`config.mk`:
```
export PLATFORM = sky130hd
export DESIGN_NAME = mips_pipeline_fwd_flat
export DESIGN_NICKNAME = d
export VERILOG_FILES = /design/src/rtl/mips_pipeline_fwd_if.sv /design/src/rtl/mips_pipeline_fwd.sv /design/src/flat_wrapper.sv
export SDC_FILE = /design/constraint.sdc
export NUM_CORES = 2
export LEC_CHECK = 0
export BUFFER_PORTS_ARGS = -buffer_cell sky130_fd_sc_hd__buf_4
export CAP_MARGIN = 20
export CORE_MARGIN = 5
export CORE_UTILIZATION = 61
export DETAILED_ROUTE_END_ITERATION = 8
export PLACE_DENSITY = 0.77
export SYNTH_ARGS = -nofsm -noshare
export SYNTH_HDL_FRONTEND = slang
export SYNTH_SLANG_ARGS = --single-unit
export TNS_END_PERCENT = 1
```
`constraint.sdc`:
```
create_clock -name clk -period 10.3 [get_ports clk]
set_input_delay 1.545 -clock clk [delete_from_list [all_inputs] [get_ports clk]]
set_output_delay 1.545 -clock clk [all_outputs]
set_load 0.005 [all_outputs]
```
`src/rtl/mips_pipeline_fwd_if.sv`:
```
// Instruction and data memory bus of the pipelined MIPS core.
// The core drives addresses and strobes (master); the memory system returns
// combinational read data (slave).
interface mips_pipeline_fwd_if;
  logic [31:0] imem_addr;
  logic [31:0] imem_rdata;
  logic [31:0] dmem_addr;
  logic [31:0] dmem_wdata;
  logic        dmem_we;
  logic        dmem_re;
  logic [31:0] dmem_rdata;

  modport master (
    output imem_addr,
    input  imem_rdata,
    output dmem_addr,
    output dmem_wdata,
    output dmem_we,
    output dmem_re,
    input  dmem_rdata
  );

  modport slave (
    input  imem_addr,
    output imem_rdata,
    input  dmem_addr,
    input  dmem_wdata,
    input  dmem_we,
    input  dmem_re,
    output dmem_rdata
  );
endinterface

```
`src/rtl/mips_pipeline_fwd.sv`:
```
// 5-stage MIPS core (IF/ID/EX/MEM/WB) with operand forwarding, load-use and
// RAW interlocks, branch squash (beq resolved in MEM), jump squash (j in ID)
// and a writeback trace port. ISA: add sub and or slt lw sw beq j.
module mips_pipeline_fwd #(
  parameter bit          FORWARD_EN = 1'b1,
  parameter logic [31:0] RESET_PC   = 32'h0,
  parameter bit          RF_BYPASS  = 1'b1
) (
  input  logic                       clk,
  input  logic                       reset,
  mips_pipeline_fwd_if.master        bus,
  output logic                       wb_valid,
  output logic [4:0]                 wb_rd,
  output logic [31:0]                wb_data,
  output logic                       stall,
  output logic                       flush
);

  typedef enum logic [5:0] {
    OP_RTYPE = 6'h00, OP_J = 6'h02, OP_BEQ = 6'h04, OP_LW = 6'h23, OP_SW = 6'h2b
  } opcode_e;
  typedef enum logic [5:0] {
    FN_ADD = 6'h20, FN_SUB = 6'h22, FN_AND = 6'h24, FN_OR = 6'h25, FN_SLT = 6'h2a
  } funct_e;
  typedef enum logic [2:0] {ALU_ADD, ALU_SUB, ALU_AND, ALU_OR, ALU_SLT} alu_op_e;
  typedef struct packed {
    logic reg_write;
    logic mem_read;
    logic mem_write;
    logic branch;
    logic use_imm;
  } ctrl_t;

  logic [31:0] rf [32];
  logic [31:0] pc, pc_plus4;
  // IF/ID
  logic [31:0] ifid_instr, ifid_pc4;
  // ID/EX
  ctrl_t       idex_ctrl;
  alu_op_e     idex_alu;
  logic [4:0]  idex_rs, idex_rt, idex_rd;
  logic [31:0] idex_a, idex_b, idex_imm, idex_pc4;
  // EX/MEM
  logic        exmem_reg_write, exmem_mem_read, exmem_mem_write, exmem_branch, exmem_zero;
  logic [4:0]  exmem_rd;
  logic [31:0] exmem_alu, exmem_wdata, exmem_btgt;
  // MEM/WB
  logic        memwb_reg_write;
  logic [4:0]  memwb_rd;
  logic [31:0] memwb_data;

  // ID-stage decode results
  ctrl_t       id_ctrl;
  alu_op_e     id_alu;
  logic [4:0]  id_rs, id_rt, id_dst;
  logic        id_use_rs, id_use_rt, id_jump;
  logic [31:0] id_a, id_b, id_imm, id_jtgt;
  // EX / MEM / hazard results
  logic [31:0] fwd_a, fwd_b, alu_b, alu_res, ex_btgt, mem_data;
  logic        taken, hazard;

  // True when dst is a live (non-$0) register that the ID instruction reads.
  function automatic logic id_reads(input logic [4:0] dst, input logic [4:0] rs,
                                    input logic [4:0] rt, input logic use_rs,
                                    input logic use_rt);
    return (dst != '0) && ((use_rs && dst == rs) || (use_rt && dst == rt));
  endfunction

  assign pc_plus4 = pc + 32'd4;
  assign id_rs    = ifid_instr[25:21];
  assign id_rt    = ifid_instr[20:16];
  assign id_imm   = {{16{ifid_instr[15]}}, ifid_instr[15:0]};
  assign id_jtgt  = {ifid_pc4[31:28], ifid_instr[25:0], 2'b00};

  // Decode; anything unrecognised (including the all-zero bubble) gets no control bits.
  always_comb begin
    id_ctrl   = '0;
    id_alu    = ALU_ADD;
    id_dst    = '0;
    id_use_rs = 1'b0;
    id_use_rt = 1'b0;
    id_jump   = 1'b0;
    case (ifid_instr[31:26])
      OP_RTYPE: begin
        case (ifid_instr[5:0])
          FN_ADD:  id_alu = ALU_ADD;
          FN_SUB:  id_alu = ALU_SUB;
          FN_AND:  id_alu = ALU_AND;
          FN_OR:   id_alu = ALU_OR;
          FN_SLT:  id_alu = ALU_SLT;
          default: id_alu = ALU_ADD;
        endcase
        if (ifid_instr[5:0] inside {FN_ADD, FN_SUB, FN_AND, FN_OR, FN_SLT}) begin
          id_ctrl.reg_write = 1'b1;
          id_dst            = ifid_instr[15:11];
          id_use_rs         = 1'b1;
          id_use_rt         = 1'b1;
        end
      end
      OP_LW: begin
        id_ctrl.reg_write = 1'b1;
        id_ctrl.mem_read  = 1'b1;
        id_ctrl.use_imm   = 1'b1;
        id_dst            = id_rt;
        id_use_rs         = 1'b1;
      end
      OP_SW: begin
        id_ctrl.mem_write = 1'b1;
        id_ctrl.use_imm   = 1'b1;
        id_use_rs         = 1'b1;
        id_use_rt         = 1'b1;
      end
      OP_BEQ: begin
        id_ctrl.branch = 1'b1;
        id_alu         = ALU_SUB;
        id_use_rs      = 1'b1;
        id_use_rt      = 1'b1;
      end
      OP_J:    id_jump = 1'b1;
      default: ;
    endcase
  end

  // Register file read with optional write-first bypass from WB; $0 reads as zero.
  always_comb begin
    id_a = '0;
    id_b = '0;
    if (id_rs != '0)
      id_a = (RF_BYPASS && memwb_reg_write && memwb_rd == id_rs) ? memwb_data : rf[id_rs];
    if (id_rt != '0)
      id_b = (RF_BYPASS && memwb_reg_write && memwb_rd == id_rt) ? memwb_data : rf[id_rt];
  end

  // Hazard detection. Without the RF bypass a WB-stage producer is still invisible
  // to ID, so it interlocks as well.
  always_comb begin
    hazard = 1'b0;
    if (FORWARD_EN)
      hazard = idex_ctrl.mem_read && id_reads(idex_rd, id_rs, id_rt, id_use_rs, id_use_rt);
    else
      hazard = (idex_ctrl.reg_write && id_reads(idex_rd, id_rs, id_rt, id_use_rs, id_use_rt)) ||
               (exmem_reg_write && id_reads(exmem_rd, id_rs, id_rt, id_use_rs, id_use_rt));
    if (!RF_BYPASS && memwb_reg_write && id_reads(memwb_rd, id_rs, id_rt, id_use_rs, id_use_rt))
      hazard = 1'b1;
  end

  // EX stage: operand bypass (EX/MEM over MEM/WB), ALU and branch target.
  always_comb begin
    fwd_a = idex_a;
    fwd_b = idex_b;
    if (FORWARD_EN && exmem_reg_write && exmem_rd != '0 && exmem_rd == idex_rs)
      fwd_a = exmem_alu;
    else if (FORWARD_EN && memwb_reg_write && memwb_rd != '0 && memwb_rd == idex_rs)
      fwd_a = memwb_data;
    if (FORWARD_EN && exmem_reg_write && exmem_rd != '0 && exmem_rd == idex_rt)
      fwd_b = exmem_alu;
    else if (FORWARD_EN && memwb_reg_write && memwb_rd != '0 && memwb_rd == idex_rt)
      fwd_b = memwb_data;
    alu_b = idex_ctrl.use_imm ? idex_imm : fwd_b;
    case (idex_alu)
      ALU_SUB: alu_res = fwd_a - alu_b;
      ALU_AND: alu_res = fwd_a & alu_b;
      ALU_OR:  alu_res = fwd_a | alu_b;
      ALU_SLT: alu_res = {31'd0, $signed(fwd_a) < $signed(alu_b)};
      default: alu_res = fwd_a + alu_b;
    endcase
    ex_btgt = idex_pc4 + {idex_imm[29:0], 2'b00};
  end

  assign taken    = exmem_branch && exmem_zero;
  assign mem_data = exmem_mem_read ? bus.dmem_rdata : exmem_alu;

  assign bus.imem_addr  = pc;
  assign bus.dmem_addr  = exmem_alu;
  assign bus.dmem_wdata = exmem_wdata;
  assign bus.dmem_we    = exmem_mem_write && !reset;
  assign bus.dmem_re    = exmem_mem_read && !reset;
  assign wb_valid       = memwb_reg_write;
  assign wb_rd          = memwb_rd;
  assign wb_data        = memwb_data;
  assign stall          = hazard && !taken;
  assign flush          = taken || id_jump;

  // PC and pipeline control bits: reset > taken branch > jump > stall > advance.
  always_ff @(posedge clk) begin
    if (reset) begin
      pc              <= RESET_PC;
      ifid_instr      <= '0;
      ifid_pc4        <= '0;
      idex_ctrl       <= '0;
      exmem_reg_write <= 1'b0;
      exmem_mem_read  <= 1'b0;
      exmem_mem_write <= 1'b0;
      exmem_branch    <= 1'b0;
      memwb_reg_write <= 1'b0;
    end else begin
      memwb_reg_write <= exmem_reg_write;
      if (taken) begin
        pc              <= exmem_btgt;
        ifid_instr      <= '0;
        idex_ctrl       <= '0;
        exmem_reg_write <= 1'b0;
        exmem_mem_read  <= 1'b0;
        exmem_mem_write <= 1'b0;
        exmem_branch    <= 1'b0;
      end else begin
        exmem_reg_write <= idex_ctrl.reg_write;
        exmem_mem_read  <= idex_ctrl.mem_read;
        exmem_mem_write <= idex_ctrl.mem_write;
        exmem_branch    <= idex_ctrl.branch;
        if (id_jump) begin
          pc         <= id_jtgt;
          ifid_instr <= '0;
          idex_ctrl  <= '0;
        end else if (hazard) begin
          idex_ctrl <= '0;
        end else begin
          pc         <= pc_plus4;
          ifid_instr <= bus.imem_rdata;
          ifid_pc4   <= pc_plus4;
          idex_ctrl  <= id_ctrl;
        end
      end
    end
  end

  // Datapath fields; these are don't-care whenever the matching control bits are zero.
  always_ff @(posedge clk) begin
    idex_alu    <= id_alu;
    idex_rs     <= id_rs;
    idex_rt     <= id_rt;
    idex_rd     <= id_dst;
    idex_a      <= id_a;
    idex_b      <= id_b;
    idex_imm    <= id_imm;
    idex_pc4    <= ifid_pc4;
    exmem_zero  <= (alu_res == '0);
    exmem_rd    <= idex_rd;
    exmem_alu   <= alu_res;
    exmem_wdata <= fwd_b;
    exmem_btgt  <= ex_btgt;
    memwb_rd    <= exmem_rd;
    memwb_data  <= mem_data;
  end

  // Register file write from WB; the reset cycle commits nothing.
  always_ff @(posedge clk) begin
    if (!reset && memwb_reg_write && memwb_rd != '0)
      rf[memwb_rd] <= memwb_data;
  end

endmodule
```
`src/flat_wrapper.sv`:
```
// flat-port wrapper written by rule: the top's interface ports become plain ports
module mips_pipeline_fwd_flat 
#(
  parameter bit          FORWARD_EN = 1'b1,
  parameter logic [31:0] RESET_PC   = 32'h0,
  parameter bit          RF_BYPASS  = 1'b1
)
  (clk, reset, wb_valid, wb_rd, wb_data, stall, flush, bus_imem_addr, bus_imem_rdata, bus_dmem_addr, bus_dmem_wdata, bus_dmem_we, bus_dmem_re, bus_dmem_rdata);
  mips_pipeline_fwd_if bus_i ();
  input  logic clk;
  input  logic reset;
  output logic wb_valid;
  output logic [4:0] wb_rd;
  output logic [31:0] wb_data;
  output logic stall;
  output logic flush;
  output wire logic [$bits(bus_i.imem_addr)-1:0] bus_imem_addr;
  input wire logic [$bits(bus_i.imem_rdata)-1:0] bus_imem_rdata;
  output wire logic [$bits(bus_i.dmem_addr)-1:0] bus_dmem_addr;
  output wire logic [$bits(bus_i.dmem_wdata)-1:0] bus_dmem_wdata;
  output wire logic [$bits(bus_i.dmem_we)-1:0] bus_dmem_we;
  output wire logic [$bits(bus_i.dmem_re)-1:0] bus_dmem_re;
  input wire logic [$bits(bus_i.dmem_rdata)-1:0] bus_dmem_rdata;
  assign bus_imem_addr = bus_i.imem_addr;
  assign bus_i.imem_rdata = bus_imem_rdata;
  assign bus_dmem_addr = bus_i.dmem_addr;
  assign bus_dmem_wdata = bus_i.dmem_wdata;
  assign bus_dmem_we = bus_i.dmem_we;
  assign bus_dmem_re = bus_i.dmem_re;
  assign bus_i.dmem_rdata = bus_dmem_rdata;
  mips_pipeline_fwd #(.FORWARD_EN(FORWARD_EN), .RESET_PC(RESET_PC), .RF_BYPASS(RF_BYPASS)) u_core (.clk(clk), .reset(reset), .bus(bus_i), .wb_valid(wb_valid), .wb_rd(wb_rd), .wb_data(wb_data), .stall(stall), .flush(flush));
endmodule
```
==> summary.md <==
| Metric | Value |
|---|---|
| Worst-Skew Late Latency | between 0.7 and 0.8 ns |
| Fillcell total | around 7000 |
| Avg Cell Area, Syn | 15.4 um2 |
| Die area | approximately 120000 um2 |
| Final hold violation count | 0 |
| Ys async rst share | 0% |
| Crit path required time | approximately 11 ns |
| WS Path Type | register to register |
| Crit path time final | ~6.7 ns |
| Layout cells sized above 1 | ~28% |
| Status | complete, no violations |
| Synth warn | 0 |
| CORE AREA | ~110000 um2 |
| # IOs | just over 200 |
| WL per Instance | ~34 um |
| Synth top area share | between 40 and 50% |
| NumNets Final | between 4000 and 5000 |
| Top post-synthesis cells by area | edfxtp_1 (46%), mux4_2 (21%), dfxtp_1 (11%) |
| Vias in the first global route | 44200 |
| Register share of total power | between 40 and 50% |
| PD cells | roughly 210 nW/um2 |
| CTS buffer count | approximately 150 |
| Post-Synthesis Cell Area | 67300 um2 |
| Final GP Congestion | between 0.9 and 1 |
| CTS tree | built |
| Fin. max-slew vios | 0 |
| Post-Route WL | about 210 mm |
| Number of max-cap violations | 0 |
| Worst Skew | about 0.029 ns |
| DRT iter0 DRCs | approximately 6100 |
| DRT Pass-1 Iters | 6 |
| Initial Util | between 60% and 70% |
| Worst Path Arrival | between 7 and 8 ns |
| Setup TNS | 0 ns |
| CP endpoint kind | register |
| Vias | roughly 44000 |
| Comb power frac | roughly a fifth |
| Worst path max stage delay | approximately 0.65 ns |
| Static leakage | between 20 and 30 nW |
| Tightest Pin Transition | roughly 1.2 ns |
| Clock power share | ~33% |
| Post-CTS setup buffer count | 0 |
| Final setup fails | 0 |
| Sequential standard cell area | slightly below 40000 um2 |
| Clk sink count | roughly 1400 |
| Worst rel slew slack | about 19% |
| Vias per std cell | 7.19 |
| Yosys reg bits | 1409 |
| Clock transition at the registers of the reported paths | 0.06 ns |
| Switch share | between 20 and 30% |
| RSZ-0062 raised after global routing | no |
| Initial antenna violation count | 7 |
| Area grow syn2layout | 12.5% |
| Detail Route Antenna Nets | 0 |
| Worst path slowest cell | dfxtp_1 |
| Multi-input gate area | around 28000 um2 |
| Hold WC Path Type | register to register |
| Die W | 342 um |
| FMAX | around 0.15 GHz |
| DRC errors left | 0 |
| DP HPWL | around 120 mm |
| CTS Buffer Depth | 3 |
| Syn Inst Count | 4385 |
| GRT Total Usage | a little over a third |
| H-tree lvl count | 4 |
| Cts hold-fix bufs | 0 |
| First-pass GRT wire length | between 300 and 400 mm |
| Final cell count without fillers | between 6000 and 7000 |
| Die height | 342 um |
| IO Port Bufs | just over 200 |
| Critical Path Source Type | register |
| Crit-path cells | or3_1 > o31ai_1 > nor4_2 > buf_4 > mux2i_1 > o21ai_0 > mux2i_1 > inv_1 > ha_1 > fa_1 > nor2b_1 > o211a_1 > or4b_1 > o211ai_1 > a222oi_1 > nor4_1 > o2111ai_1 > a2111oi_0 > nand4b_1 > nor4_1 > and2_1 |
| Root Buffer | clkbuf_16 |
| Ys flop type | edfxtp_1 |
| P_sw | around 4.8 mW |
| FF-to-FF setup slack | 3.60 ns |
| Post-CTS Resized | 0 |
| Row count | 121 |
| Final Cycle Share | 65.0% |
| Largest net degree at the start of global routing | about 130 |
| # placed instances | 5905 |
| Sequential cell area fraction in the yosys report | 57.1% |
| Fin Hold WS | 0.326 ns |
| Cell variety after synth | about 90 |
| Power Internal | between 10 and 15 mW |
| Area leader, netlist | edfxtp_1 |
| GRT overflow | 0 |
| Peak VDD IR | ~0.18 mV |
| EDFF count, synth | ~1000 |
| Critical-path maximum fanout | 32 |
area by class of cell:
cell class	count	share of cell area, %
Sequential cell	1409	50.9
Multi-Input combinational cell	2594	36.6
Clock buffer	182	5.27
Timing Repair Buffer	312	3.26
Tap cell	1476	2.44
Clock inverter	74	1.06
Inverter	114	0.565
Antenna cell	1	0.00331
cell usage in the layout (no fill, tap or decap), drive strengths merged, types with 13 or more instances in the layout:
master / synthesis / final
a2111oi: 14 / 14
a211oi: 128 / 128
a21o: 50 / 50
a21oi: 164 / 164
a221oi: 13 / 13
a31oi: 13 / 13
and2: 16 / 16
and3: 14 / 14
buf: 100 / 312
bufinv: 0 / 13
clkbuf: 199 / 182
clkinv: 1 / 52
conb: 1 / 32
dfxtp: 385 / 385
edfxtp: 1024 / 1024
ha: 126 / 126
inv: 113 / 117
mux2: 32 / 32
mux2i: 153 / 153
mux4: 640 / 640
nand2: 256 / 256
nand2b: 22 / 22
nand3: 54 / 54
nor2: 287 / 287
nor2b: 24 / 24
nor3: 58 / 58
nor4: 17 / 17
o211ai: 26 / 26
o21a: 13 / 13
o21ai: 139 / 139
o21bai: 14 / 14
o221ai: 19 / 19
o31ai: 16 / 16
xnor2: 60 / 60
xor2: 42 / 42
power groups by stage:
stage	clock, mW	sequential (mW)	combinational, mW
final	5.33	7.33	3.44
after global routing	5.64	7.36	3.64
after CTS	5.38	7.32	3.34
after detailed placement	0	7.43	3.31
after global placement	0	7.47	3.19
after floorplan	0	7.62	1.65
per-layer routing:
layer  share of wire, %  GRT usage, %  up-vias
met5              0.021             0        -
met4                5.9          17.9        6
met3                 13          10.2      748
met2                 46          55.7     3439
met1                 35          47.1    22300
li1                   -             -    17900
cell usage after synthesis (19+ instances only):
cell type,number
a211oi_1,126
o211ai_1,26
nand3_1,54
xor2_1,42
mux2i_1,153
nor2b_1,24
nand2b_1,22
nand2_1,256
ha_1,126
nor3_1,58
o21ai_0,137
a21o_1,50
o221ai_1,19
buf_1,74
xnor2_1,58
edfxtp_1,1024
buf_2,21
dfxtp_1,385
a21oi_1,162
inv_1,113
nor2_1,286
clkbuf_1,199
mux4_2,640
mux2_2,32
final timing paths:
check,startpoint,cells past startpoint,to
max,u_core.wb_rd[2],21,u_core.exmem_zero
min,u_core.idex_pc4[1],0,u_core.exmem_btgt[1]
max reg2reg,u_core.wb_rd[2],21,u_core.exmem_zero
min reg2reg,u_core.idex_pc4[1],0,u_core.exmem_btgt[1]
worst max-delay path, delay by kind of cell, from the launching register on:
kind                       cells  cell delay [ns]
and+or+nand+nor                8             2.60
AOI/OAI and AO/OA              7             1.53
adders and majority gates      2             0.70
buffers and inverters          2             0.66
DFF                            1             0.65
muxes                          2             0.48
per-stage QoR:
| step | utilization, % | power, mW | setup slack [ns] | cell area [um2] |
|---|---|---|---|---|
| floorplan | - | 9.27 | 4.67 | 67400 |
| global placement | 64.8 | 10.7 | 3.80 | 70800 |
| detailed placement | 64.9 | 10.7 | 3.72 | 70900 |
| CTS | 69.2 | 16.0 | 3.66 | 75700 |
| global route | 69.2 | 16.6 | 3.17 | 75700 |
| finish | 69.3 | 16.1 | 3.60 | 75700 |
sequential cells by signal (all words and copies together) (netlist names), 32 cells and up, named ones only:
| signal | flops |
|---|---|
| u_core.bus.dmem_wdata | 32 |
| u_core.ifid_instr | 32 |
| u_core.bus.imem_addr | 32 |
| u_core.idex_a | 32 |
| u_core.ifid_pc4 | 32 |
| u_core.bus.dmem_addr | 32 |
| u_core.idex_pc4 | 32 |
| u_core.idex_b | 32 |
| u_core.rf | 1024 |
| u_core.exmem_btgt | 32 |
| u_core.wb_data | 32 |
cell families (layout without fill, tap and decap cells):
family / Yosys count / count (layout) / share of synthesized area [%]
AND/OR/NAND/NOR: 816 / 816 / 5.49
flip-flops: 1409 / 1409 / 57.1
XOR/XNOR: 102 / 102 / 1.37
multiplexers: 825 / 825 / 24.2
other: 1 / 33 / 0.00557
AO/OA/AOI/OAI: 690 / 690 / 6.97
buffers and inverters: 413 / 682 / 2.38
adder cells (fa/ha/maj): 129 / 129 / 2.43
Note: power is estimated with default switching activity, not from simulation.
